[src/rtl/tune_sequencer_pkg.sv]
// Shared types and widths for the tune sequencer: FSM states, table entry layout.
package tune_seq_pkg;

  localparam int NOTE_W = 10;
  localparam int DUR_W  = 12;

  typedef enum logic [2:0] {
    IDLE,
    LOAD,
    PLAY,
    GAP,
    DONE
  } state_e;

  typedef struct packed {
    logic [NOTE_W-1:0] note;
    logic [DUR_W-1:0]  dur;
    logic              last;
  } entry_t;

endpackage

[src/rtl/tune_sequencer_if.sv]
// Control, table-write and playback-status bundle between a host and tune_sequencer.
interface tune_sequencer_if #(
  parameter int DEPTH = 16
);
  import tune_seq_pkg::*;

  localparam int AW = $clog2(DEPTH);

  logic              start;
  logic              stop;
  logic              wr_en;
  logic [AW-1:0]     wr_addr;
  logic [NOTE_W-1:0] wr_note;
  logic [DUR_W-1:0]  wr_dur;
  logic              wr_last;
  logic [NOTE_W-1:0] N;
  logic              gate;
  logic              busy;
  logic              done;
  logic [AW-1:0]     cur_idx;

  modport master (
    output start, stop, wr_en, wr_addr, wr_note, wr_dur, wr_last,
    input  N, gate, busy, done, cur_idx
  );

  modport slave (
    input  start, stop, wr_en, wr_addr, wr_note, wr_dur, wr_last,
    output N, gate, busy, done, cur_idx
  );

endinterface

[src/rtl/tune_sequencer_tick_prescaler.sv]
// Divides the system clock into one-cycle duration ticks every TICK_DIV cycles.
module tick_prescaler #(
  parameter int TICK_DIV = 100000
) (
  input  logic clk,
  input  logic rst,
  input  logic clear_i,
  output logic tick_o
);

  localparam int CW = (TICK_DIV > 1) ? $clog2(TICK_DIV) : 1;

  logic [CW-1:0] cnt_q;

  assign tick_o = !clear_i && (cnt_q == CW'(TICK_DIV - 1));

  // The count never passes TICK_DIV-1: it restarts there, or on clear.
  always_ff @(posedge clk or posedge rst) begin
    if (rst) begin
      cnt_q <= '0;
    end else if (clear_i || tick_o) begin
      cnt_q <= '0;
    end else begin
      cnt_q <= cnt_q + CW'(1);
    end
  end

endmodule

[src/rtl/tune_sequencer.sv]
// Timed melody playback from a programmable note table, feeding pwm_audio.
// Optional TUNE_SEQ_LOOP_EN adds a 'loop' input that restarts the tune instead of ending it.
module tune_sequencer
  import tune_seq_pkg::*;
#(
  parameter int TICK_DIV  = 100000,
  parameter int GAP_TICKS = 10,
  parameter int DEPTH     = 16
) (
  input logic clk,
  input logic rst,
`ifdef TUNE_SEQ_LOOP_EN
  input logic loop,
`endif
  tune_sequencer_if.slave bus
);

  localparam int AW = $clog2(DEPTH);

  entry_t            table_q [DEPTH];
  state_e            state_q;
  logic [AW-1:0]     idx_q;
  logic [NOTE_W-1:0] n_q;
  logic              gate_q;
  logic              busy_q;
  logic              done_q;
  logic [DUR_W-1:0]  workDur_q;
  logic              workLast_q;
  logic [DUR_W-1:0]  ticks_q;

  entry_t        rdEntry;
  logic          tick;
  logic          wrap;
  logic          playEnd;
  logic          gapEnd;
  logic          entryExit;
  logic          endOfTune;
  logic          goDone;
  state_e        endState;
  logic [AW-1:0] endIdx;

  function automatic logic [DUR_W-1:0] satInc(input logic [DUR_W-1:0] v);
    return (&v) ? v : v + DUR_W'(1);
  endfunction

`ifdef TUNE_SEQ_LOOP_EN
  assign wrap = loop;
`else
  assign wrap = 1'b0;
`endif

  tick_prescaler #(.TICK_DIV(TICK_DIV)) u_prescaler (
    .clk     (clk),
    .rst     (rst),
    .clear_i (state_q == LOAD),
    .tick_o  (tick)
  );

  // Writes land with non-blocking timing, so a same-cycle LOAD still sees the old entry.
  always_ff @(posedge clk or posedge rst) begin
    if (rst) begin
      for (int i = 0; i < DEPTH; i++) table_q[i] <= '0;
    end else if (bus.wr_en) begin
      table_q[bus.wr_addr] <= '{note: bus.wr_note, dur: bus.wr_dur, last: bus.wr_last};
    end
  end

  assign rdEntry = table_q[idx_q];
  assign playEnd = tick && (ticks_q == workDur_q - DUR_W'(1));
  assign gapEnd  = tick && (ticks_q == DUR_W'(GAP_TICKS - 1));

  // End-of-entry decision folded into whichever state finishes the entry.
  always_comb begin
    entryExit = 1'b0;
    case (state_q)
      LOAD:    entryExit = (rdEntry.dur == '0);
      PLAY:    entryExit = playEnd && (GAP_TICKS == 0);
      GAP:     entryExit = gapEnd;
      default: entryExit = 1'b0;
    endcase
    endOfTune = ((state_q == LOAD) ? rdEntry.last : workLast_q) || (idx_q == AW'(DEPTH - 1));
    goDone    = endOfTune && !wrap;
    endState  = goDone ? DONE : LOAD;
    endIdx    = goDone ? idx_q : (endOfTune ? '0 : idx_q + AW'(1));
  end

  always_ff @(posedge clk or posedge rst) begin
    if (rst) begin
      state_q    <= IDLE;
      idx_q      <= '0;
      n_q        <= '0;
      gate_q     <= 1'b0;
      busy_q     <= 1'b0;
      done_q     <= 1'b0;
      workDur_q  <= '0;
      workLast_q <= 1'b0;
      ticks_q    <= '0;
    end else begin
      done_q <= 1'b0;
      if (state_q != IDLE && bus.stop) begin
        state_q <= IDLE;
        busy_q  <= 1'b0;
        gate_q  <= 1'b0;
        n_q     <= '0;
      end else if (entryExit) begin
        state_q <= endState;
        idx_q   <= endIdx;
        done_q  <= goDone;
        gate_q  <= 1'b0;
        ticks_q <= '0;
        if (goDone) n_q <= '0;
      end else begin
        case (state_q)
          IDLE: begin
            if (bus.start && !bus.stop) begin
              state_q <= LOAD;
              idx_q   <= '0;
              busy_q  <= 1'b1;
            end
          end
          LOAD: begin
            workDur_q  <= rdEntry.dur;
            workLast_q <= rdEntry.last;
            ticks_q    <= '0;
            n_q        <= rdEntry.note;
            gate_q     <= (rdEntry.note != '0);
            state_q    <= PLAY;
          end
          PLAY: begin
            if (playEnd) begin
              state_q <= GAP;
              gate_q  <= 1'b0;
              ticks_q <= '0;
            end else if (tick) begin
              ticks_q <= satInc(ticks_q);
            end
          end
          GAP: begin
            if (tick) ticks_q <= satInc(ticks_q);
          end
          DONE: begin
            state_q <= IDLE;
            busy_q  <= 1'b0;
          end
          default: state_q <= IDLE;
        endcase
      end
    end
  end

  assign bus.N       = n_q;
  assign bus.gate    = gate_q;
  assign bus.busy    = busy_q;
  assign bus.done    = done_q;
  assign bus.cur_idx = idx_q;

endmodule
[src/flat_wrapper.sv]
// flat-port wrapper written by rule: the top's interface ports become plain ports
module tune_sequencer_flat import tune_seq_pkg::*;
#(
  parameter int TICK_DIV  = 100000,
  parameter int GAP_TICKS = 10,
  parameter int DEPTH     = 16
)
  (clk, rst, bus_start, bus_stop, bus_wr_en, bus_wr_addr, bus_wr_note, bus_wr_dur, bus_wr_last, bus_N, bus_gate, bus_busy, bus_done, bus_cur_idx);
  tune_sequencer_if #(.DEPTH(DEPTH)) bus_i ();
  input logic clk;
  input logic rst;
  input wire logic [$bits(bus_i.start)-1:0] bus_start;
  input wire logic [$bits(bus_i.stop)-1:0] bus_stop;
  input wire logic [$bits(bus_i.wr_en)-1:0] bus_wr_en;
  input wire logic [$bits(bus_i.wr_addr)-1:0] bus_wr_addr;
  input wire logic [$bits(bus_i.wr_note)-1:0] bus_wr_note;
  input wire logic [$bits(bus_i.wr_dur)-1:0] bus_wr_dur;
  input wire logic [$bits(bus_i.wr_last)-1:0] bus_wr_last;
  output wire logic [$bits(bus_i.N)-1:0] bus_N;
  output wire logic [$bits(bus_i.gate)-1:0] bus_gate;
  output wire logic [$bits(bus_i.busy)-1:0] bus_busy;
  output wire logic [$bits(bus_i.done)-1:0] bus_done;
  output wire logic [$bits(bus_i.cur_idx)-1:0] bus_cur_idx;
  assign bus_i.start = bus_start;
  assign bus_i.stop = bus_stop;
  assign bus_i.wr_en = bus_wr_en;
  assign bus_i.wr_addr = bus_wr_addr;
  assign bus_i.wr_note = bus_wr_note;
  assign bus_i.wr_dur = bus_wr_dur;
  assign bus_i.wr_last = bus_wr_last;
  assign bus_N = bus_i.N;
  assign bus_gate = bus_i.gate;
  assign bus_busy = bus_i.busy;
  assign bus_done = bus_i.done;
  assign bus_cur_idx = bus_i.cur_idx;
  tune_sequencer #(.TICK_DIV(TICK_DIV), .GAP_TICKS(GAP_TICKS), .DEPTH(DEPTH)) u_core (.clk(clk), .rst(rst), .bus(bus_i));
endmodule
[config.mk]
export PLATFORM = sky130hd
export DESIGN_NAME = tune_sequencer_flat
export DESIGN_NICKNAME = d
export VERILOG_FILES = /design/src/rtl/tune_sequencer_pkg.sv /design/src/rtl/tune_sequencer_if.sv /design/src/rtl/tune_sequencer_tick_prescaler.sv /design/src/rtl/tune_sequencer.sv /design/src/flat_wrapper.sv
export SDC_FILE = /design/constraint.sdc
export NUM_CORES = 1
export LEC_CHECK = 0
export CORE_ASPECT_RATIO = 0.8
export CORE_MARGIN = 3
export CORE_UTILIZATION = 40
export DETAILED_ROUTE_END_ITERATION = 12
export SYNTH_ARGS = -nofsm -noshare
export SYNTH_HDL_FRONTEND = slang
export SYNTH_SLANG_ARGS = --single-unit
[constraint.sdc]
create_clock -name clk -period 20 [get_ports clk]
set_input_delay 4 -clock clk [delete_from_list [all_inputs] [get_ports clk]]
set_output_delay 4 -clock clk [all_outputs]
set_load 0.1 [all_outputs]
======== Word level (Yosys, flattened, before mapping) ========
Index checks and enable logic that the tools add are counted.
Widths: inputs -> output; s select.
cells by class
  reduce and logical (&&, ||, !) cells .... 29
  equal/unequal tests ..................... 15
  magnitude comparators ................... 3
  bitwise operators ....................... 4
  add/sub/neg operators ................... 4
  multiplexer cells ....................... 38
operators with widths
  cell                   count
  $bwmux 368             1
  $bmux 23 s4            1
  $demux 23 s4           1
  $mux 23                3
  $mux 12                4
  $mux 10                4
  $pmux 12 s3            1
  $add 17x1->17 const B  1
  $eq 17x17->1 const B   1
  $mux 17                1
  $mux 4                 4
  $mux 3                 5
  $add 12x1->12 const B  1
  $eq 12x12->1           1
  $eq 12x4->1 const B    1
  $logic_not 12->1       1
  $pmux 3 s4             1
  $reduce_and 12->1      1
  $sub 12x1->12 const B  1
  $ge 5x5->1 const B     2
  $not 4->5              2
  $reduce_bool 10->1     1
  $mux 1                 9
  $reduce_and 3->1       3
  21 further kinds       42
word-level totals
  register bits after elaboration ......... 430
  output and inout port bits .............. 17

======== Longest topological paths before layout ========
Gate-level depths: netlist of the first run.
  word-level depth ........................ 9
  mapped depth ............................ 13
  mapped depth without buffers ............ 10

======== Hierarchy ========
A second synthesis of the first run with hierarchy kept.
second synthesis, totals
  cells, all modules ...................... 1409
  area total of the unflattened synthesis .. 20211.9 sq um
modules (own cells, without submodules)
  module          area each (sq um)  times used  cells each  seq. area each (sq um)
  tune_sequencer  19344.8            1           1319        10334.9
  tick_prescaler  867.1              1           90          425.4

======== Worst setup path before layout of the first run ========
Ideal clock, no wire load.
  path type ............................... input to register
  start ................................... input port bus_wr_addr[3]
  end ..................................... register u_core.table_q[231] (netlist name)
  stages on the path ...................... 5
  setup slack ............................. 14.502 ns
  arrival ................................. 5.373 ns
  cell sequence ........................... nor3b_1 nor2b_1 clkbuf_1 clkbuf_1 mux2_2
between the ends
  longest elaborated chain between the ends .. 6
  elaborated cells on any way between the ends .. 7
  classes of those cells .................. order compare (2); mux (3); bitwise (1); reduce/logical (1)
RTL lines
  element                                                                line                  source
  start: declaration                                                     flat_wrapper.sv:15    input wire logic [$bits(bus_i.wr_addr)-1:0] bus_wr_addr;
  $not 4->5 (implied by the code) (*)                                    tune_sequencer.sv:64  table_q[bus.wr_addr] <= '{note: bus.wr_note, dur: bus.wr_dur, last: bus.wr_last};
  $ge 5x5->1 (implied by the code) / $lt 5x1->1 (equally long branches)  tune_sequencer.sv:64
  $logic_and 1x1->1 (implied by the code)                                tune_sequencer.sv:64
  $mux 23 (implied by the code)                                          tune_sequencer.sv:64
  $demux 23 s4 (*)                                                       tune_sequencer.sv:64
  $bwmux 368 (*)                                                         tune_sequencer.sv:64
  end signal: indexed assignment                                         tune_sequencer.sv:64
  end: declaration                                                       tune_sequencer.sv:20  entry_t table_q [DEPTH];
Every way passes the cells marked *; elsewhere a longest branch is shown, timed or not.
A chain may end at the register's enable or synchronous reset.

======== Worst setup path in the final report of the first run ========
  start ................................... register u_core.idx_q[2] (netlist: u_core.bus.cur_idx[2])
  end ..................................... output port bus_cur_idx[2]
RTL lines
  element                   line                   source
  start: declaration        tune_sequencer.sv:22   logic [AW-1:0] idx_q;
  start signal: assignment  tune_sequencer.sv:107  idx_q <= endIdx;
  end: declaration          flat_wrapper.sv:23     output wire logic [$bits(bus_i.cur_idx)-1:0] bus_cur_idx;
No word-level cell between the ends.

==> impl_results.md, run 1 <==
- Postcts setup bufs: 0
- Hold Crit Class: flip-flop to flip-flop
- Clock tree root buffer cell: clkbuf_16
- CTS Buf Count: 43
- CTS Sinks: 430
- Slowest-stage cell, CP: clkdlybuf4s50_1
- Count leader, synth: dfrtp_1
- CP max FO: 13
- Cts repair resizes: 0
- Drt first-iter violations: 885
- Number of enable flip-flop cells after synthesis: 0
- Area Growth Syn to Fin: 12.3%
- Reg power frac: 43.7%
- First-pass GRT wire length: 75400 µm
- Global route overflow: 0
- Design area: 22400 µm²
- Fin. max-slew vios: 0
- Top_reg_cell synth: dfrtp_1
- CP Capture Type: output port
- Yosys cell types: 59
- GR Layer Usage met1: 26.9%
- Switching power: 850 µW
- Gr busiest metal: met2
- FF+latch count, synth: 430
- Die Height: 206 µm
- # IOs: 49
- Placed cell area: 21000 µm²
- Post-detailed-routing wire length: 48600 µm
- WL/cell: 23.4 µm
- Setup violators final: 0
- Total power: 2.76 mW
- P_int: 1.91 mW
- Gr usage total: 18.7%
- Worst Clk Skew: 16.8 ps
- Final-report hold violation count: 0
- Final ANT Viol Nets: 0
- Ranking of synthesized cells by area: dfrtp_1 54%, mux2_2 21%, mux4_2 11%
- Sequential cell area fraction in the yosys report: 54.0%
- TNS Setup: 0 ps
- Vias in the first global route: 12000
- Crit path cell chain: clkdlybuf4s50_1
- Nets: 1424
- PortBufs: 48
- Clk network pwr share: 28.3%
- CTS tree: built
- Fin crit share: 33.9%
- Register area: 10800 µm²
- Worst endpoint required time: 16000 ps
- Peak supply drop: 71.8 µV
- CP delay by family, top: buffers and inverters
- Cell area power density: 124 nW/µm²
- Met3 Usage GRT: 3.25%
- Via count: 11700
- Post-Syn Nets: 1416
- Layout cells sized above 1: 41.0%
- DIE AREA: 52500 µm²
- Startpoint class of the critical path: flip-flop
- Post-synthesis cell area: 19900 µm²
- Largest net degree at the start of global routing: 173
- Clk pin slew, worst setup/hold paths: 60 ps
- RSZ-0062 raised after global routing: no
- H-tree depth: 2
- RD Place Congestion: 0.795
- Fmax achieved: 147 MHz
- Fillcell total: 4278
- Syn_area_per_cell: 14.4 µm²
- Synth top area share: 54.0%
- Pre-CTS setup slack: 12830 ps
- TritonRoute pass-1 iters: 4
- Hold Buf Count CTS: 0
- DRC Markers: 0
- Yosys Warn Count: 0
- Initial core utilization: 40.9%
- Worst skew pair latency: 550 ps
- Die W: 255 µm
- Ant diodes: 0
- Row cnt: 72
- HPWL Detailed: 28200 µm
- Pin slew with the least headroom to its limit: 1190 ps
- Initial antenna violation count: 2
- Synth cell count leaders: 430 x dfrtp_1, 375 x mux2_2, 95 x mux4_2
- Post-synth ARST share: 100%
- Sw frac: 30.7%
- GRT met2 Usage: 30.2%
- Multi-input gate area: 8740 µm²
- Setup WS post-layout: 13220 ps
- # Max-Cap Violations: 0
- Clock tree buffer depth: 3
- Slew HR: 20.3%
- Crit path time final: 6780 ps
- WP data arrival: 2780 ps
- CP peak stage delay: 1290 ps
- Type of the worst setup path: flip-flop to output port
- Combinational power share: 28.0%
- Leakage Power: 9.21 nW
- Cell count after synthesis: 1379
- Outcome: finished clean
- Critical path buffers and inverters: 1
- Vias/cell: 5.61
- Leading area contributor after synthesis: dfrtp_1
- Core ar.: 48700 µm²
==> worst paths after layout <==
| check | to | cells past startpoint | start | slack (ps) |
|---|---|---|---|---|
| worst max-delay path | bus_cur_idx[2] | 1 | u_core.bus.cur_idx[2] | 13220 |
| worst min-delay path | u_core.u_prescaler.cnt_q[0] | 1 | u_core.u_prescaler.cnt_q[0] | 500 |
| worst max register to register | u_core.workDur_q[3] | 8 | u_core.bus.cur_idx[2] | 15650 |
| worst min register to register | u_core.u_prescaler.cnt_q[0] | 1 | u_core.u_prescaler.cnt_q[0] | 500 |
| max in group asynchronous | u_core.table_q[54] | 4 | rst | 13520 |
| min in group asynchronous | u_core.table_q[124] | 2 | rst | 3980 |
==> cell type report <==
class / instances / share of cell area (%)
flip-flops and latches: 430 / 48.2
multi-input cells: 834 / 39.1
clock buffers: 62 / 5.73
well taps: 666 / 3.73
repair buffers: 66 / 2.81
clock inverters: 6 / 0.246
inverters: 12 / 0.235
==> registers in the layout (all words and copies together) (netlist names) <==
signal                    cells
u_core.workDur_q             12
u_core.workLast_q             1
u_core.bus.busy               1
u_core.bus.gate               1
u_core.bus.N                 10
u_core.u_prescaler.cnt_q     17
u_core.ticks_q               12
u_core.bus.done               1
u_core.bus.cur_idx            4
u_core.state_q                3
u_core.table_q              368
==> through the flow <==
| step | hold WS [ps] | util (%) | instances |
|---|---|---|---|
| after global placement | 480 | 43.1 | 2008 |
| after detailed placement | 489 | 43.1 | 2008 |
| after CTS | 502 | 45.9 | 2076 |
| after global routing | 508 | 45.9 | 2076 |
| final | 500 | 45.9 | 2076 |
| after floorplan | 455 | - | 1379 |
==> power groups by stage <==
stage	registers, mW	clock network, mW	logic [mW]
2_1_floorplan	1.26	0	0.550
3_3_place_gp	1.21	0	0.766
3_5_place_dp	1.22	0	0.780
4_1_cts	1.21	0.805	0.781
5_1_grt	1.23	0.843	0.837
6_report	1.21	0.783	0.774
==> routing by layer <==
metal  share of wire (%)  wire length [µm]  vias to the layer above
met3                 4.3              2100                       58
met1                  47             22800                     6286
li1                    -                 -                     5123
met4                 1.6               796                        4
met2                  47             22800                      185
met5               0.049                24                        -
==> cell families (layout without fill, tap and decap cells) <==
family	count (synthesis)	after routing	share of synthesized area [%]
compound gates	111	111	4.14
xor+xnor	29	29	1.28
fa+ha+maj	5	5	0.314
buf+inv	115	146	2.54
flops	430	430	54.0
mux	477	477	32.4
simple gates	212	212	5.30
==> cell usage in the layout (no fill, tap or decap), types with 3 or more instances in the layout <==
master | netlist | routed
clkbuf_8 | 0 | 9
nor4b_1 | 3 | 3
nand3_1 | 27 | 27
or3_1 | 7 | 7
xnor2_1 | 16 | 16
o31ai_1 | 5 | 5
nor3_1 | 13 | 13
clkbuf_1 | 68 | 8
nor2_1 | 51 | 41
nor2_4 | 0 | 9
ha_1 | 5 | 5
nand2_1 | 54 | 54
mux2i_1 | 3 | 3
mux4_2 | 95 | 95
clkbuf_16 | 0 | 45
a21oi_1 | 12 | 12
and3_1 | 7 | 7
buf_4 | 7 | 17
o21ai_0 | 14 | 14
clkdlybuf4s50_1 | 0 | 48
inv_1 | 12 | 11
clkinv_2 | 0 | 5
nor4_1 | 11 | 11
and2_1 | 5 | 5
xor2_1 | 13 | 13
mux2_4 | 4 | 4
a22oi_1 | 38 | 38
nand4_1 | 5 | 5
nand2b_1 | 8 | 7
dfrtp_1 | 430 | 428
a22o_1 | 11 | 11
nand3b_1 | 5 | 5
mux2_2 | 375 | 375
a31oi_1 | 8 | 8
a211o_1 | 4 | 4
(Power assumes the default switching activity.)
==> run 2: changes to the inputs <==
==> constraint.sdc (replaced) <==
create_clock -name clk -period 5.6 [get_ports clk]
set_input_delay 1.12 -clock clk [delete_from_list [all_inputs] [get_ports clk]]
set_output_delay 1.12 -clock clk [all_outputs]
set_load 0.1 [all_outputs]
==> run 2 against run 1 <==
Combinational power increased to 3.6 times the previous value. Clock skew up 5.2 ps. Register-to-register slack got worse by 14000 ps. Critical path type unchanged. Critical endpoint is now bus_cur_idx[0].
==> impl_results.md, run 2 (synthesized netlist as in run 1, its figures left out) <==
- Outcome: finished clean
- H-tree depth: 2
- Reg power frac: 43.0%
- Final ANT Viol Nets: 0
- Initial antenna violation count: 2
- Clock tree root buffer cell: clkbuf_16
- DRC Markers: 0
- Leakage Power: 9.34 nW
- Pin slew with the least headroom to its limit: 1270 ps
- RD Place Congestion: 0.775
- CTS tree: built
- Row cnt: 72
- Die Height: 206 µm
- Wire length on met1: 22800 µm
- Vias/cell: 5.63
- Worst skew pair latency: 590 ps
- CTS Sinks: 430
- Largest net degree at the start of global routing: 126
- PortBufs: 48
- Biggest regs: u_core.table_q x368, u_core.u_prescaler.cnt_q x17
- Util after Layout: 46.4%
- Fin cells: 2098
- Metal3 WL: 2530 µm
- Max layer used: met5
- Cts repair resizes: 0
- DIE AREA: 52500 µm²
- Core ar.: 48700 µm²
- Postcts setup bufs: 0
- Largest register FFs: 368
- Setup WS post-layout: 1460 ps
- Slew HR: 15.1%
- P_int: 7.02 mW
- Area Growth Syn to Fin: 13.6%
- Pre-CTS setup slack: 1760 ps
- Most flops, register: u_core.table_q
- Hold Buf Count CTS: 0
- Min Hold Slack: 483 ps
- CP Capture Type: output port
- Drt first-iter violations: 792
- Design area: 22600 µm²
- Final-report hold violation count: 0
- # Max-Cap Violations: 0
- Fin crit share: 74.0%
- Global route overflow: 0
- Clk network pwr share: 29.8%
- Startpoint class of the critical path: flip-flop
- Hold Crit Class: flip-flop to flip-flop
- Nets: 1433
- Combinational power share: 27.2%
- WL met2: 23500 µm
- CP max FO: 41
- Setup violators final: 0
- Clock tree buffer depth: 3
- Post-detailed-routing wire length: 49700 µm
- Fmax achieved: 241 MHz
- Vias in the first global route: 12500
- Switching power: 3.22 mW
- WL/cell: 23.7 µm
- HPWL Detailed: 30100 µm
- Fin. max-slew vios: 0
- Post-Place Cells: 2014
- CTS Buf Count: 46
- WP data arrival: 3020 ps
- First-pass GRT wire length: 78000 µm
- Worst Clk Skew: 22.0 ps
- Ant diodes: 0
- Worst endpoint required time: 4480 ps
- Via count: 11800
- # IOs: 49
- Placed cell area: 21100 µm²
- Gr usage total: 19.4%
- Cell area power density: 452 nW/µm²
- Crit path time final: 4140 ps
- Layout cells sized above 1: 41.6%
- Initial core utilization: 40.9%
- RSZ-0062 raised after global routing: no
- Commonest cells after routing, fill and taps aside: 428 x dfrtp_1, 375 x mux2_2, 95 x mux4_2
- TNS Setup: 0 ps
- TritonRoute pass-1 iters: 5
- Commonest non-fill, non-tap cell in the layout: dfrtp_1
- Die W: 255 µm
- Peak supply drop: 226 µV
- Type of the worst setup path: flip-flop to output port
- Sw frac: 31.4%
- Clk pin slew, worst setup/hold paths: 60 ps
- Total power: 10.2 mW
## run 2: critical path, cell delays in order (launching register included)
cell	delay (ps)
dfrtp_4	810
buf_12	370
clkdlybuf4s50_1	1220
## run 2: routing by layer
metal  vias up  global-route usage [%]
li1       5156                       -
met5         -                       0
met2       245                    31.4
met4         4                    4.03
met3        67                    4.55
met1      6334                    26.9
## run 2: final timing paths
path                                                     to  slack, ps  cells after the start                         from
max in group asynchronous             u_core.bus.cur_idx[1]       3270                      3                          rst
worst max register to register          u_core.workDur_q[5]       1730                      8        u_core.bus.cur_idx[1]
min in group asynchronous               u_core.table_q[362]       1080                      2                          rst
worst min register to register  u_core.u_prescaler.cnt_q[0]        480                      1  u_core.u_prescaler.cnt_q[0]
worst max-delay path                         bus_cur_idx[0]       1460                      2        u_core.bus.cur_idx[0]
worst min-delay path            u_core.u_prescaler.cnt_q[0]        480                      1  u_core.u_prescaler.cnt_q[0]
## run 2: final cells by class
class / count / area, µm²
tap: 666 / 833
multi-input combinational: 834 / 8740
clock buffer: 70 / 1370
sequential: 430 / 10800
clock inverter: 14 / 146
fill: 4270 / 26100
inverter: 12 / 48.8
timing repair buffer: 72 / 723
## run 2: power by group through the flow
stage / Clock, mW / Combinational (mW) / Sequential, mW
after global placement: 0 / 2.76 / 4.42
final: 3.05 / 2.79 / 4.40
after CTS: 3.14 / 2.81 / 4.40
after floorplan: 0 / 1.97 / 4.50
after global routing: 3.27 / 3.01 / 4.50
after detailed placement: 0 / 2.81 / 4.45
